`src/rtl/pong_game_if.sv`:
```
`default_nettype none
// +--------------------------------------------------------------------------+
// | Module  : pong_game_if                                                   |
// | Purpose : Bundle between the Pong game sequencer, paddle control and the |
// |           VGA renderer.                                                  |
// | Signals : paddleL_y/paddleR_y (10) paddle top y, into the sequencer      |
// |           ball_x/ball_y (10)       ball top-left corner, to renderer     |
// |           score_l/score_r (4)      current scores                        |
// |           game_state (3)           0 IDLE,1 SERVE,2 PLAY,3 POINT,4 OVER, |
// |                                    5 PAUSE                               |
// |           frame_tick (1)           one-cycle pulse per frame             |
// | Modports: master = game sequencer, slave = renderer / paddle side        |
// | Revision: 1.0  initial release                                           |
// +--------------------------------------------------------------------------+
interface pong_game_if;
   logic [9:0] paddleL_y;
   logic [9:0] paddleR_y;
   logic [9:0] ball_x;
   logic [9:0] ball_y;
   logic [3:0] score_l;
   logic [3:0] score_r;
   logic [2:0] game_state;
   logic       frame_tick;

   modport master (
      input  paddleL_y, paddleR_y,
      output ball_x, ball_y, score_l, score_r, game_state, frame_tick
   );

   modport slave (
      output paddleL_y, paddleR_y,
      input  ball_x, ball_y, score_l, score_r, game_state, frame_tick
   );
endinterface
`default_nettype wire

```
`src/rtl/pong_game_ctrl.sv`:
```
`default_nettype none
// +--------------------------------------------------------------------------+
// | Module  : pong_game_ctrl                                                 |
// | Purpose : Pong game sequencer. Owns ball position and velocity, wall and |
// |           paddle collision, scoring, serve timing and win detection.     |
// |           All motion advances on an internal frame tick.                 |
// | Ports   : CLOCK_50  in   system clock                                    |
// |           rst_n     in   asynchronous active-low reset                   |
// |           i_start   in   start/restart level, asynchronous (synced here) |
// |           i_pause   in   pause toggle level, asynchronous (option only)  |
// |           io_game   master side of pong_game_if (paddles in, ball,      |
// |                     scores, state and frame tick out)                    |
// | Option  : define PONG_PAUSE_EN to add i_pause and the PAUSE state.       |
// | Revision: 1.0  initial release                                           |
// +--------------------------------------------------------------------------+
module pong_game_ctrl #(
   parameter int TICK_DIV    = 833333,
   parameter int H_ACTIVE    = 640,
   parameter int V_ACTIVE    = 480,
   parameter int BALL_SIZE   = 8,
   parameter int PADDLE_H    = 64,
   parameter int PADDLE_W    = 8,
   parameter int PADDLE_L_X  = 16,
   parameter int PADDLE_R_X  = 616,
   parameter int BALL_SPEED  = 2,
   parameter int SERVE_TICKS = 60,
   parameter int WIN_SCORE   = 7
) (
   input  wire logic   CLOCK_50,
   input  wire logic   rst_n,
   input  wire logic   i_start,
`ifdef PONG_PAUSE_EN
   input  wire logic   i_pause,
`endif
   pong_game_if.master io_game
);

   localparam int                       c_CNT_W     = $clog2(TICK_DIV);
   localparam logic [c_CNT_W-1:0]       c_TICK_LAST = c_CNT_W'(TICK_DIV - 1);
   localparam logic [c_CNT_W-1:0]       c_CNT_ONE   = c_CNT_W'(1);
   localparam int                       c_SRV_W     = $clog2(SERVE_TICKS + 2);
   localparam logic [c_SRV_W-1:0]       c_SERVE     = c_SRV_W'(SERVE_TICKS);
   localparam logic [c_SRV_W-1:0]       c_SRV_ONE   = c_SRV_W'(1);
   localparam logic [9:0]               c_CX        = 10'((H_ACTIVE - BALL_SIZE) / 2);
   localparam logic [9:0]               c_CY        = 10'((V_ACTIVE - BALL_SIZE) / 2);
   localparam logic [9:0]               c_X_MAX10   = 10'(H_ACTIVE - BALL_SIZE);
   localparam logic [9:0]               c_Y_MAX10   = 10'(V_ACTIVE - BALL_SIZE);
   localparam logic [9:0]               c_L_STOP10  = 10'(PADDLE_L_X + PADDLE_W);
   localparam logic [9:0]               c_R_STOP10  = 10'(PADDLE_R_X - BALL_SIZE);
   localparam logic signed [10:0]       c_S         = 11'(BALL_SPEED);
   localparam logic signed [10:0]       c_X_MAX     = 11'(H_ACTIVE - BALL_SIZE);
   localparam logic signed [10:0]       c_Y_MAX     = 11'(V_ACTIVE - BALL_SIZE);
   localparam logic signed [10:0]       c_L_FACE    = 11'(PADDLE_L_X + PADDLE_W);
   localparam logic signed [10:0]       c_R_FACE    = 11'(PADDLE_R_X);
   localparam logic signed [10:0]       c_BS        = 11'(BALL_SIZE);
   localparam logic [11:0]              c_BS12      = 12'(BALL_SIZE);
   localparam logic [11:0]              c_PH12      = 12'(PADDLE_H);
   localparam logic [3:0]               c_WIN       = 4'(WIN_SCORE);
   localparam logic [3:0]               c_SCORE_ONE = 4'd1;

   typedef enum logic [2:0] {
      ST_IDLE  = 3'd0,
      ST_SERVE = 3'd1,
      ST_PLAY  = 3'd2,
      ST_POINT = 3'd3,
      ST_OVER  = 3'd4,
      ST_PAUSE = 3'd5
   } state_t;

   state_t              r_state;
   logic [c_CNT_W-1:0]  r_tick_cnt;
   logic [c_SRV_W-1:0]  r_serve_cnt;
   logic [9:0]          r_ball_x;
   logic [9:0]          r_ball_y;
   logic [3:0]          r_score_l;
   logic [3:0]          r_score_r;
   logic                r_dx_neg;
   logic                r_dy_neg;
   logic                r_serve_dy_neg;   // dy direction used at the most recent serve
   logic                r_left_scored;    // who took the point now being resolved
   logic                r_start_meta;
   logic                r_start_sync;
   logic                r_start_dly;

   logic                w_tick;
   logic                w_start_pulse;
   logic                w_restart;
   logic                w_winner;
   logic signed [10:0]  w_bx;
   logic signed [10:0]  w_by;
   logic signed [10:0]  w_dx;
   logic signed [10:0]  w_dy;
   logic signed [10:0]  w_nx;
   logic signed [10:0]  w_ny;
   logic [11:0]         w_top;
   logic [11:0]         w_bot;
   logic [11:0]         w_pl_top;
   logic [11:0]         w_pr_top;
   logic                w_ovl_l;
   logic                w_ovl_r;
   logic                w_hit_l;
   logic                w_hit_r;

   // ---------------------------------------------------------------- frame tick
   assign w_tick = (r_tick_cnt == c_TICK_LAST);

   always_ff @(posedge CLOCK_50 or negedge rst_n) begin
      if (!rst_n)
         r_tick_cnt <= '0;
      else if (w_tick)
         r_tick_cnt <= '0;
      else
         r_tick_cnt <= r_tick_cnt + c_CNT_ONE;
   end

   // ---------------------------------------------------------------- input sync
   always_ff @(posedge CLOCK_50 or negedge rst_n) begin
      if (!rst_n) begin
         r_start_meta <= 1'b0;
         r_start_sync <= 1'b0;
         r_start_dly  <= 1'b0;
      end else begin
         r_start_meta <= i_start;
         r_start_sync <= r_start_meta;
         r_start_dly  <= r_start_sync;
      end
   end

   assign w_start_pulse = r_start_sync & ~r_start_dly;

`ifdef PONG_PAUSE_EN
   logic r_pause_meta;
   logic r_pause_sync;
   logic r_pause_dly;
   logic r_resume;     // un-pause requested, applied on the next frame tick
   logic w_pause_pulse;

   always_ff @(posedge CLOCK_50 or negedge rst_n) begin
      if (!rst_n) begin
         r_pause_meta <= 1'b0;
         r_pause_sync <= 1'b0;
         r_pause_dly  <= 1'b0;
      end else begin
         r_pause_meta <= i_pause;
         r_pause_sync <= r_pause_meta;
         r_pause_dly  <= r_pause_sync;
      end
   end

   assign w_pause_pulse = r_pause_sync & ~r_pause_dly;
   assign w_restart     = w_start_pulse &&
                          (r_state == ST_IDLE || r_state == ST_OVER || r_state == ST_PAUSE);
`else
   assign w_restart     = w_start_pulse && (r_state == ST_IDLE || r_state == ST_OVER);
`endif

   // ---------------------------------------------------------------- motion
   assign w_bx = $signed({1'b0, r_ball_x});
   assign w_by = $signed({1'b0, r_ball_y});
   assign w_dx = r_dx_neg ? -c_S : c_S;
   assign w_dy = r_dy_neg ? -c_S : c_S;
   assign w_nx = w_bx + w_dx;
   assign w_ny = w_by + w_dy;

   // Overlap uses the pre-move y; 12 bits so paddle_y + PADDLE_H cannot wrap.
   assign w_top    = {2'b00, r_ball_y};
   assign w_bot    = w_top + c_BS12;
   assign w_pl_top = {2'b00, io_game.paddleL_y};
   assign w_pr_top = {2'b00, io_game.paddleR_y};
   assign w_ovl_l  = (w_bot > w_pl_top) && (w_top < w_pl_top + c_PH12);
   assign w_ovl_r  = (w_bot > w_pr_top) && (w_top < w_pr_top + c_PH12);

   // The "was in front of the face" terms stop a ball that already slipped
   // past a paddle from being caught from behind.
   assign w_hit_l = r_dx_neg && (w_nx <= c_L_FACE) && (w_bx >= c_L_FACE) && w_ovl_l;
   assign w_hit_r = !r_dx_neg && (w_nx + c_BS >= c_R_FACE) && (w_bx + c_BS <= c_R_FACE) && w_ovl_r;

   assign w_winner = r_left_scored ? (r_score_l >= c_WIN) : (r_score_r >= c_WIN);

   // ---------------------------------------------------------------- game FSM
   always_ff @(posedge CLOCK_50 or negedge rst_n) begin
      if (!rst_n) begin
         r_state        <= ST_IDLE;
         r_serve_cnt    <= '0;
         r_ball_x       <= c_CX;
         r_ball_y       <= c_CY;
         r_score_l      <= '0;
         r_score_r      <= '0;
         r_dx_neg       <= 1'b0;
         r_dy_neg       <= 1'b0;
         r_serve_dy_neg <= 1'b0;
         r_left_scored  <= 1'b0;
`ifdef PONG_PAUSE_EN
         r_resume       <= 1'b0;
`endif
      end else if (w_restart) begin
         r_state        <= ST_SERVE;
         r_serve_cnt    <= c_SERVE;
         r_ball_x       <= c_CX;
         r_ball_y       <= c_CY;
         r_score_l      <= '0;
         r_score_r      <= '0;
         r_dx_neg       <= 1'b0;
         r_dy_neg       <= 1'b0;
         r_serve_dy_neg <= 1'b0;
`ifdef PONG_PAUSE_EN
         r_resume       <= 1'b0;
`endif
      end else begin
         case (r_state)
            ST_SERVE: begin
               if (w_tick) begin
                  if (r_serve_cnt <= c_SRV_ONE) begin
                     r_serve_cnt <= '0;
                     r_state     <= ST_PLAY;
                  end else begin
                     r_serve_cnt <= r_serve_cnt - c_SRV_ONE;
                  end
               end
            end

            ST_PLAY: begin
`ifdef PONG_PAUSE_EN
               if (w_pause_pulse) begin
                  r_state  <= ST_PAUSE;
                  r_resume <= 1'b0;
               end else
`endif
               if (w_tick) begin
                  // vertical: walls reflect and clamp
                  if (w_ny[10] || (w_ny == 11'sd0)) begin
                     r_ball_y <= '0;
                     r_dy_neg <= 1'b0;
                  end else if (w_ny >= c_Y_MAX) begin
                     r_ball_y <= c_Y_MAX10;
                     r_dy_neg <= 1'b1;
                  end else begin
                     r_ball_y <= w_ny[9:0];
                  end

                  // horizontal: paddles first, then the scoring edges
                  if (w_hit_l) begin
                     r_ball_x <= c_L_STOP10;
                     r_dx_neg <= 1'b0;
                  end else if (w_hit_r) begin
                     r_ball_x <= c_R_STOP10;
                     r_dx_neg <= 1'b1;
                  end else if (w_nx[10] || (w_nx == 11'sd0)) begin
                     r_ball_x      <= '0;
                     r_left_scored <= 1'b0;
                     r_state       <= ST_POINT;
                     if (r_score_r < c_WIN)
                        r_score_r <= r_score_r + c_SCORE_ONE;
                  end else if (w_nx >= c_X_MAX) begin
                     r_ball_x      <= c_X_MAX10;
                     r_left_scored <= 1'b1;
                     r_state       <= ST_POINT;
                     if (r_score_l < c_WIN)
                        r_score_l <= r_score_l + c_SCORE_ONE;
                  end else begin
                     r_ball_x <= w_nx[9:0];
                  end
               end
            end

            ST_POINT: begin
               if (w_tick) begin
                  if (w_winner) begin
                     r_state <= ST_OVER;
                  end else begin
                     // serve toward whoever lost the point, alternating dy
                     r_state        <= ST_SERVE;
                     r_serve_cnt    <= c_SERVE;
                     r_ball_x       <= c_CX;
                     r_ball_y       <= c_CY;
                     r_dx_neg       <= ~r_left_scored;
                     r_dy_neg       <= ~r_serve_dy_neg;
                     r_serve_dy_neg <= ~r_serve_dy_neg;
                  end
               end
            end

`ifdef PONG_PAUSE_EN
            ST_PAUSE: begin
               if (w_tick && r_resume) begin
                  r_state  <= ST_PLAY;
                  r_resume <= 1'b0;
               end else if (w_pause_pulse) begin
                  r_resume <= 1'b1;
               end
            end
`endif

            ST_IDLE, ST_OVER: begin
               r_state <= r_state;
            end

            default: begin
               r_state <= ST_IDLE;
            end
         endcase
      end
   end

   // ---------------------------------------------------------------- outputs
   assign io_game.ball_x     = r_ball_x;
   assign io_game.ball_y     = r_ball_y;
   assign io_game.score_l    = r_score_l;
   assign io_game.score_r    = r_score_r;
   assign io_game.game_state = r_state;
   assign io_game.frame_tick = w_tick;

endmodule
`default_nettype wire

```
`src/flat_wrapper.sv`:
```
// flat-port wrapper written by rule: the top's interface ports become plain ports
module pong_game_ctrl_flat 
#(
   parameter int TICK_DIV    = 833333,
   parameter int H_ACTIVE    = 640,
   parameter int V_ACTIVE    = 480,
   parameter int BALL_SIZE   = 8,
   parameter int PADDLE_H    = 64,
   parameter int PADDLE_W    = 8,
   parameter int PADDLE_L_X  = 16,
   parameter int PADDLE_R_X  = 616,
   parameter int BALL_SPEED  = 2,
   parameter int SERVE_TICKS = 60,
   parameter int WIN_SCORE   = 7
)
  (CLOCK_50, rst_n, i_start, io_game_paddleL_y, io_game_paddleR_y, io_game_ball_x, io_game_ball_y, io_game_score_l, io_game_score_r, io_game_game_state, io_game_frame_tick);
  pong_game_if io_game_i ();
  input  wire logic CLOCK_50;
  input  wire logic rst_n;
  input  wire logic i_start;
  input wire logic [$bits(io_game_i.paddleL_y)-1:0] io_game_paddleL_y;
  input wire logic [$bits(io_game_i.paddleR_y)-1:0] io_game_paddleR_y;
  output wire logic [$bits(io_game_i.ball_x)-1:0] io_game_ball_x;
  output wire logic [$bits(io_game_i.ball_y)-1:0] io_game_ball_y;
  output wire logic [$bits(io_game_i.score_l)-1:0] io_game_score_l;
  output wire logic [$bits(io_game_i.score_r)-1:0] io_game_score_r;
  output wire logic [$bits(io_game_i.game_state)-1:0] io_game_game_state;
  output wire logic [$bits(io_game_i.frame_tick)-1:0] io_game_frame_tick;
  assign io_game_i.paddleL_y = io_game_paddleL_y;
  assign io_game_i.paddleR_y = io_game_paddleR_y;
  assign io_game_ball_x = io_game_i.ball_x;
  assign io_game_ball_y = io_game_i.ball_y;
  assign io_game_score_l = io_game_i.score_l;
  assign io_game_score_r = io_game_i.score_r;
  assign io_game_game_state = io_game_i.game_state;
  assign io_game_frame_tick = io_game_i.frame_tick;
  pong_game_ctrl #(.TICK_DIV(TICK_DIV), .H_ACTIVE(H_ACTIVE), .V_ACTIVE(V_ACTIVE), .BALL_SIZE(BALL_SIZE), .PADDLE_H(PADDLE_H), .PADDLE_W(PADDLE_W), .PADDLE_L_X(PADDLE_L_X), .PADDLE_R_X(PADDLE_R_X), .BALL_SPEED(BALL_SPEED), .SERVE_TICKS(SERVE_TICKS), .WIN_SCORE(WIN_SCORE)) u_core (.CLOCK_50(CLOCK_50), .rst_n(rst_n), .i_start(i_start), .io_game(io_game_i));
endmodule
```
`config.mk`:
```
export PLATFORM = sky130hd
export DESIGN_NAME = pong_game_ctrl_flat
export DESIGN_NICKNAME = d
export VERILOG_FILES = /design/src/rtl/pong_game_if.sv /design/src/rtl/pong_game_ctrl.sv /design/src/flat_wrapper.sv
export SDC_FILE = /design/constraint.sdc
export NUM_CORES = 1
export LEC_CHECK = 0
export ABC_AREA = 1
export BUFFER_PORTS_ARGS = -buffer_cell sky130_fd_sc_hd__buf_2
export CORE_MARGIN = 8
export CORE_UTILIZATION = 40
export CTS_CLUSTER_SIZE = 8
export DETAILED_ROUTE_END_ITERATION = 10
export PLACE_DENSITY = 0.63
export SETUP_SLACK_MARGIN = 0.2
export SLEW_MARGIN = 30
export SYNTH_ARGS = -nofsm -noshare
export SYNTH_HDL_FRONTEND = slang
export SYNTH_SLANG_ARGS = --single-unit
```
`constraint.sdc`:
```
create_clock -name CLOCK_50 -period 7.59 [get_ports CLOCK_50]
set_clock_uncertainty 0.2 [all_clocks]
set_input_delay 0.759 -clock CLOCK_50 [delete_from_list [all_inputs] [get_ports CLOCK_50]]
set_output_delay 0.759 -clock CLOCK_50 [all_outputs]
set_load 0.02 [all_outputs]
```
Word level (Yosys, flattened, before mapping)
Cells that the tools add are included.

storage, ports and cells
  flip-flop bits (word level) = 64
  word-level logic and storage cells = 173
  bits in writable memories = 0
  memories kept = 0
  ROM bits = 0
  input port bits = 23
  latch bits = 0
  output and inout port bits = 32

operators by class
  order comparisons = 15
  shift operators = 0
  add/subtract/negate cells = 11
  reduce and logical (&&, ||, !) cells = 36
  muxes and demuxes = 70
  equal/unequal tests = 20
  bitwise operators = 7
  multiply operators = 0
  divide/modulo/power cells = 0

operators with widths
  operator                                                         count
  10-bit two-way mux                                               14
  4-bit two-way mux                                                15
  10-bit case mux with 2 select lines                              2
  3-bit two-way mux                                                10
  6-bit two-way mux                                                5
  12-bit by 10-bit greater-than comparator with 1-bit output       2
  10-bit by 12-bit < comparator with 1-bit output                  2
  10-bit by 4-bit adder with 11-bit output, second input constant  2
  10-bit by 7-bit adder with 11-bit output, second input constant  2
  11-bit adder                                                     2
  11-bit >= comparator, second input constant                      2
  11-bit logical NOT                                               2
  11-bit two-way mux                                               2
  20-bit by 1-bit adder with 20-bit output, second input constant  1
  20-bit equality test, second input constant                      1
  20-bit two-way mux                                               1
  3-bit by 2-bit != test with 1-bit output, second input constant  6
  1-bit two-way mux                                                17
  2-bit nonzero test                                               8
  4-bit by 1-bit != test with 1-bit output, second input constant  3
  3-bit case mux with 4 select lines                               1
  6-bit case mux with 2 select lines                               1
  6-bit AND reduction                                              2
  11-bit by 5-bit adder with 11-bit output, second input constant  1
  other kinds (28)                                                 55

Logic depth before layout (Yosys ltp)
  depth after elaboration = 12
  mapped depth = 21
  mapped depth without buffers = 21

Worst setup path after synthesis
Ideal clock, no wire load.

  path kind = reg2reg
  from = register u_core.r_ball_y[3], in the netlist u_core.io_game.ball_y[3]
  to = register u_core.r_state[0], in the netlist u_core.io_game.game_state[0]
  buffers on the path = 0
  path slack = 4.728 ns
  period minus slack after synthesis = 2.862 ns
  data arrival time = 2.543 ns
  cell stages (with the launch flop) = 19
  library setup time = 0.119 ns
  cells stage by stage = dfstp_2 -> ha_1 -> nand3_1 -> nand3b_1 -> xor2_1 -> ha_1 -> nand2_1 -> inv_1 -> nand3_1 -> nor2_1 -> nor2_1 -> nor2_2 -> nand3_1 -> nor2_2 -> nand3_4 -> nand2_4 -> nand2_4 -> nand3b_1 -> nand2_1

between the ends
  word-level cells in the longest chain between the ends = 6
  elaborated cells on any way between the ends = 12

RTL lines
  element                                                                        line                                          RTL
  from (decl)                                                                    pong_game_ctrl.sv:74                          logic [9:0] r_ball_y;
  from (signal assigned)                                                         pong_game_ctrl.sv:186                         r_ball_y <= c_CY;
  from (signal assigned)                                                         pong_game_ctrl.sv:200                         r_ball_y <= c_CY;
  from (signal assigned)                                                         pong_game_ctrl.sv:235                         r_ball_y <= c_Y_MAX10;
  10-bit by 4-bit adder with 11-bit output                                       pong_game_ctrl.sv:167                         assign w_bot = w_top + c_BS12;
  12-bit by 10-bit greater-than comparator with 1-bit output (on tied branches)  pong_game_ctrl.sv:170, pong_game_ctrl.sv:171
  1-bit logical AND (on tied branches)                                           pong_game_ctrl.sv:170, pong_game_ctrl.sv:171
  1-bit logical AND (on tied branches)                                           pong_game_ctrl.sv:175, pong_game_ctrl.sv:176
  3-bit by 2-bit != test with 1-bit output (no source line)                      --
  8-bit AND reduction (no source line) *                                         --
  to (signal assigned)                                                           pong_game_ctrl.sv:295                         r_state <= r_state;
  to (decl)                                                                      pong_game_ctrl.sv:70                          state_t r_state;

Mark *: on every way between the ends. The rest lies on a longest branch, timed or not.
A chain may end at the register's enable or synchronous reset.

Final worst setup path
  from = register u_core.r_ball_y[3], in the netlist u_core.io_game.ball_y[3]
  to = register u_core.r_ball_x[6], in the netlist u_core.io_game.ball_x[6]

between the ends
  word-level cells in the longest chain between the ends = 9
  elaborated cells on any way between the ends = 14

RTL lines
  element                                                     line                   RTL
  10-bit by 4-bit adder with 11-bit output                    pong_game_ctrl.sv:167
  12-bit by 10-bit greater-than comparator with 1-bit output  pong_game_ctrl.sv:171  assign w_ovl_r = (w_bot > w_pr_top) && (w_top < w_pr_top + c_PH12);
  1-bit logical AND                                           pong_game_ctrl.sv:171
  1-bit logical AND                                           pong_game_ctrl.sv:176  assign w_hit_r = !r_dx_neg && (w_nx + c_BS >= c_R_FACE) && (w_bx + c_BS <= c_R_FACE) && w_ovl_r;
  10-bit two-way mux                                          pong_game_ctrl.sv:245  end else if (w_hit_r) begin
  10-bit two-way mux *                                        pong_game_ctrl.sv:242  if (w_hit_l) begin
  10-bit two-way mux *                                        pong_game_ctrl.sv:229  if (w_tick) begin
  10-bit case mux with 2 select lines *                       pong_game_ctrl.sv:210  case (r_state)
  10-bit two-way mux *                                        pong_game_ctrl.sv:196  end else if (w_restart) begin
  to (signal assigned)                                        pong_game_ctrl.sv:243  r_ball_x <= c_L_STOP10;
  to (signal assigned)                                        pong_game_ctrl.sv:246  r_ball_x <= c_R_STOP10;
  to (signal assigned)                                        pong_game_ctrl.sv:255  r_ball_x <= c_X_MAX10;
  to (decl)                                                   pong_game_ctrl.sv:73   logic [9:0] r_ball_x;

Mark *: on every way between the ends. The rest lies on a longest branch, timed or not. The select of a mux whose other input is x is not followed.

==> impl_metrics.yaml <==
worst_setup_path:
  worstPathMaxFanout: 6
  worstRegToRegCells: 16
  rr_endpoint: "u_core.io_game.ball_x[6]$_DFFE_PN0P_"
  worstSetupPathType: "flop to flop"
  regToRegSetupSlack_ns: 4.37
  crit_end: "u_core.io_game.ball_x[6]$_DFFE_PN0P_"
  critPathLaunch: "u_core.io_game.ball_y[3]$_DFFE_PN1P_"
  start_kind: "flop"
  crit_path_end_kind: "flop"
  arrival_ns: 3.24
  crit_required_ns: 7.61
  r2r_start: "u_core.io_game.ball_y[3]$_DFFE_PN1P_"
clock_network:
  ctsHoldBuffers: 0
  post_cts_buffers: 0
  cts_buffer_depth: 2
  clock_sinks: 62
  clkTransAtPathRegs_ns: 0.06
  post_cts_resized: 0
  clock_latency_ns: 0.32
  cts_tree: "done"
  cts_buffers: 9
  h-tree-depth: 3
  cts-root-buf: "clkbuf_16"
global_route:
  grt_max_degree: 63
  grt_pass1_wl_mm: 22.7
  gr-total-overflow: 0
  grt_use_total_pct: 15.0
  antenna_found_initial: 0
  grt_pass1_vias: 4947
layout:
  nNetsFinal: 932
  layout_common_cells: "nand2_1 (184), inv_1 (123), nor2_1 (63), nand3_1 (62), ha_1 (57)"
  antenna_cells: 0
  final_cells: 1035
  mostFrequentLayoutCell: "nand2_1"
  areaGrowthSynthToFinish_pct: 13.8
  finish.utilization_pct: 46.3
  drive_gt1_share_pct: 15.8
  fill_cells: 1443
route:
  wl_per_cell_um: 12.7
  drc: 0
  drt-total-wl_mm: 13.1
  ant_nets: 0
  first_iter_violations: 217
  drtPass1Iterations: 5
  vias_per_cell: 4.93
  vias: 5101
pwr:
  ir_drop_v: 0.000167
  power.density_mw_per_mm2: 462
  p_leak_nw: 3.39
place:
  dp_worst_setup_slack_ns: 4.39
  port_buffers: 52
  hpwl_mm: 10.4
  placed_cells: 1019
  place_congestion: 0.822
job:
  cap_violations: 0
sta:
  min_period_over_period_pct: 42.5
  hold_viol: 0
  setup_ws_ns: 4.37
  drv_slew: 0
  tightest_slew_ns: 0.774
  setup_viol: 0
  fmax_mhz: 310
  slew_headroom_pct: 48.4
  timing.hold.ws_ns: 0.152
  rsz0062_at_grt: "no"
  fin_setup_tns_ns: 0
  post-route-min-period_ns: 3.22
yosys:
  async_flop_share_pct: 100
  ys_warn_count: 0
  yosys_most_used_dff: "dfrtp_1"
  synth_area_leader_cell: "dfrtp_1"
  synth_edf_count: 0
  synth.distinct_cells: 50
  ys_ff_latch: 62
  syn_avg_cell_area_um2: 7.08
  synth_area_leaders: "dfrtp_1 (23%), ha_1 (13%), nand2_1 (12%)"
  synth_cells: 792
  yosysTopAreaCellShare_pct: 23.2
  syn_area_mm2: 0.00561
  ys_seq_area_share_pct: 27.9
floorplan:
  die_y_um: 134
  dieWidth_um: 134
  rows: 43
  start_util_pct: 40.7
  dieArea_mm2: 0.0181
  io_pins: 55
  coreArea_mm2: 0.0138
run_status:
  status: "completed"
hold_path:
  min_path_type: "flop to flop"
## critical path: stages (launching register included)
cell and delay, ns:
dfstp_2 0.62, ha_1 0.20, nand3_1 0.11, nand3b_1 0.20
xor2_1 0.19, ha_1 0.31, nand2_1 0.06, a21oi_1 0.14
nand2_1 0.10, a21oi_1 0.11, o21ai_0 0.08, nor2_1 0.26
nand3_2 0.19, nand2_1 0.14, nor2_2 0.07, nand3_1 0.08
nand2_1 0.05
## Yosys cell counts, types with 4 or more instances
| cell | number |
|---|---|
| a21oi_1 | 47 |
| dfrtp_1 | 52 |
| dfstp_2 | 10 |
| ha_1 | 57 |
| inv_1 | 123 |
| inv_2 | 9 |
| nand2_1 | 184 |
| nand2_2 | 9 |
| nand3_1 | 62 |
| nand3_2 | 6 |
| nand3b_1 | 4 |
| nand4_1 | 20 |
| nor2_1 | 63 |
| nor2_2 | 12 |
| nor3_1 | 7 |
| nor4_1 | 5 |
| o21a_1 | 4 |
| o21ai_0 | 23 |
| o21ai_1 | 9 |
| o21bai_1 | 4 |
| o22ai_1 | 6 |
| xnor2_1 | 10 |
| xor2_1 | 21 |
## area by class of cell
cell class	count	area, um2	area share [%]
Sequential cell	62	1560	24.5
Multi-Input combinational cell	592	3510	54.9
Clock buffer	9	225	3.53
Clock inverter	7	97.6	1.53
Timing Repair Buffer	53	268	4.20
Tap cell	180	225	3.53
Inverter	132	495	7.76
## logic make-up (layout without fill, tap and decap cells)
family / Yosys count / in the layout / synth area share, %
AOI/OAI and AO/OA: 110 / 110 / 11.4
xor gates and xnor gates: 31 / 31 / 4.84
adders and majority gates: 59 / 59 / 13.4
buffers and inverters: 139 / 201 / 9.66
DFF: 62 / 62 / 27.9
other: 1 / 2 / 0.0669
and+or+nand+nor: 390 / 390 / 32.7
## per-stage QoR
stage	power (mW)	cell area (um2)
detailed placement	2.51	6060
CTS	2.97	6380
floorplan	2.08	5610
global placement	2.50	6060
global route	3.28	6380
finish	2.95	6380
## registers in the layout (all words and copies together), names as in the netlist
name / cells
u_core.r_tick_cnt: 20
u_core.io_game.ball_x: 9
u_core.io_game.ball_y: 9
u_core.r_serve_cnt: 6
u_core.io_game.score_l: 4
u_core.io_game.score_r: 4
u_core.io_game.game_state: 3
u_core.r_dx_neg: 1
u_core.r_dy_neg: 1
u_core.r_left_scored: 1
u_core.r_serve_dy_neg: 1
u_core.r_start_dly: 1
u_core.r_start_meta: 1
u_core.r_start_sync: 1
## how the worst min path moves through the flow
stage,start,endpoint,slack (ns),cells after the start
6_report,u_core.r_start_meta$_DFF_PN0_,u_core.r_start_sync$_DFF_PN0_,0.15,0
2_1_floorplan,u_core.r_start_meta$_DFF_PN0_,u_core.r_start_sync$_DFF_PN0_,0.13,0
5_1_grt,u_core.r_start_meta$_DFF_PN0_,u_core.r_start_sync$_DFF_PN0_,0.16,0
3_3_place_gp,u_core.r_start_meta$_DFF_PN0_,u_core.r_start_sync$_DFF_PN0_,0.16,0
4_1_cts,u_core.r_start_meta$_DFF_PN0_,u_core.r_start_sync$_DFF_PN0_,0.16,0
3_5_place_dp,u_core.r_start_meta$_DFF_PN0_,u_core.r_start_sync$_DFF_PN0_,0.13,0
## per-layer routing
metal,up-vias,GRT usage [%],part of all wire [%]
met5,-,0,0
met4,0,4.30,1.2
met3,11,1.94,2.7
met2,56,25.4,47
met1,2331,19.3,49
li1,2703,-,-
## power by group
part / internal, mW / switching, mW / total, mW
sequential: 0.439 / 0.159 / 0.599
combinational: 0.676 / 1.23 / 1.91
clock: 0.288 / 0.152 / 0.440
total: 1.40 / 1.55 / 2.95
Power figures use the tool's default switching activity.
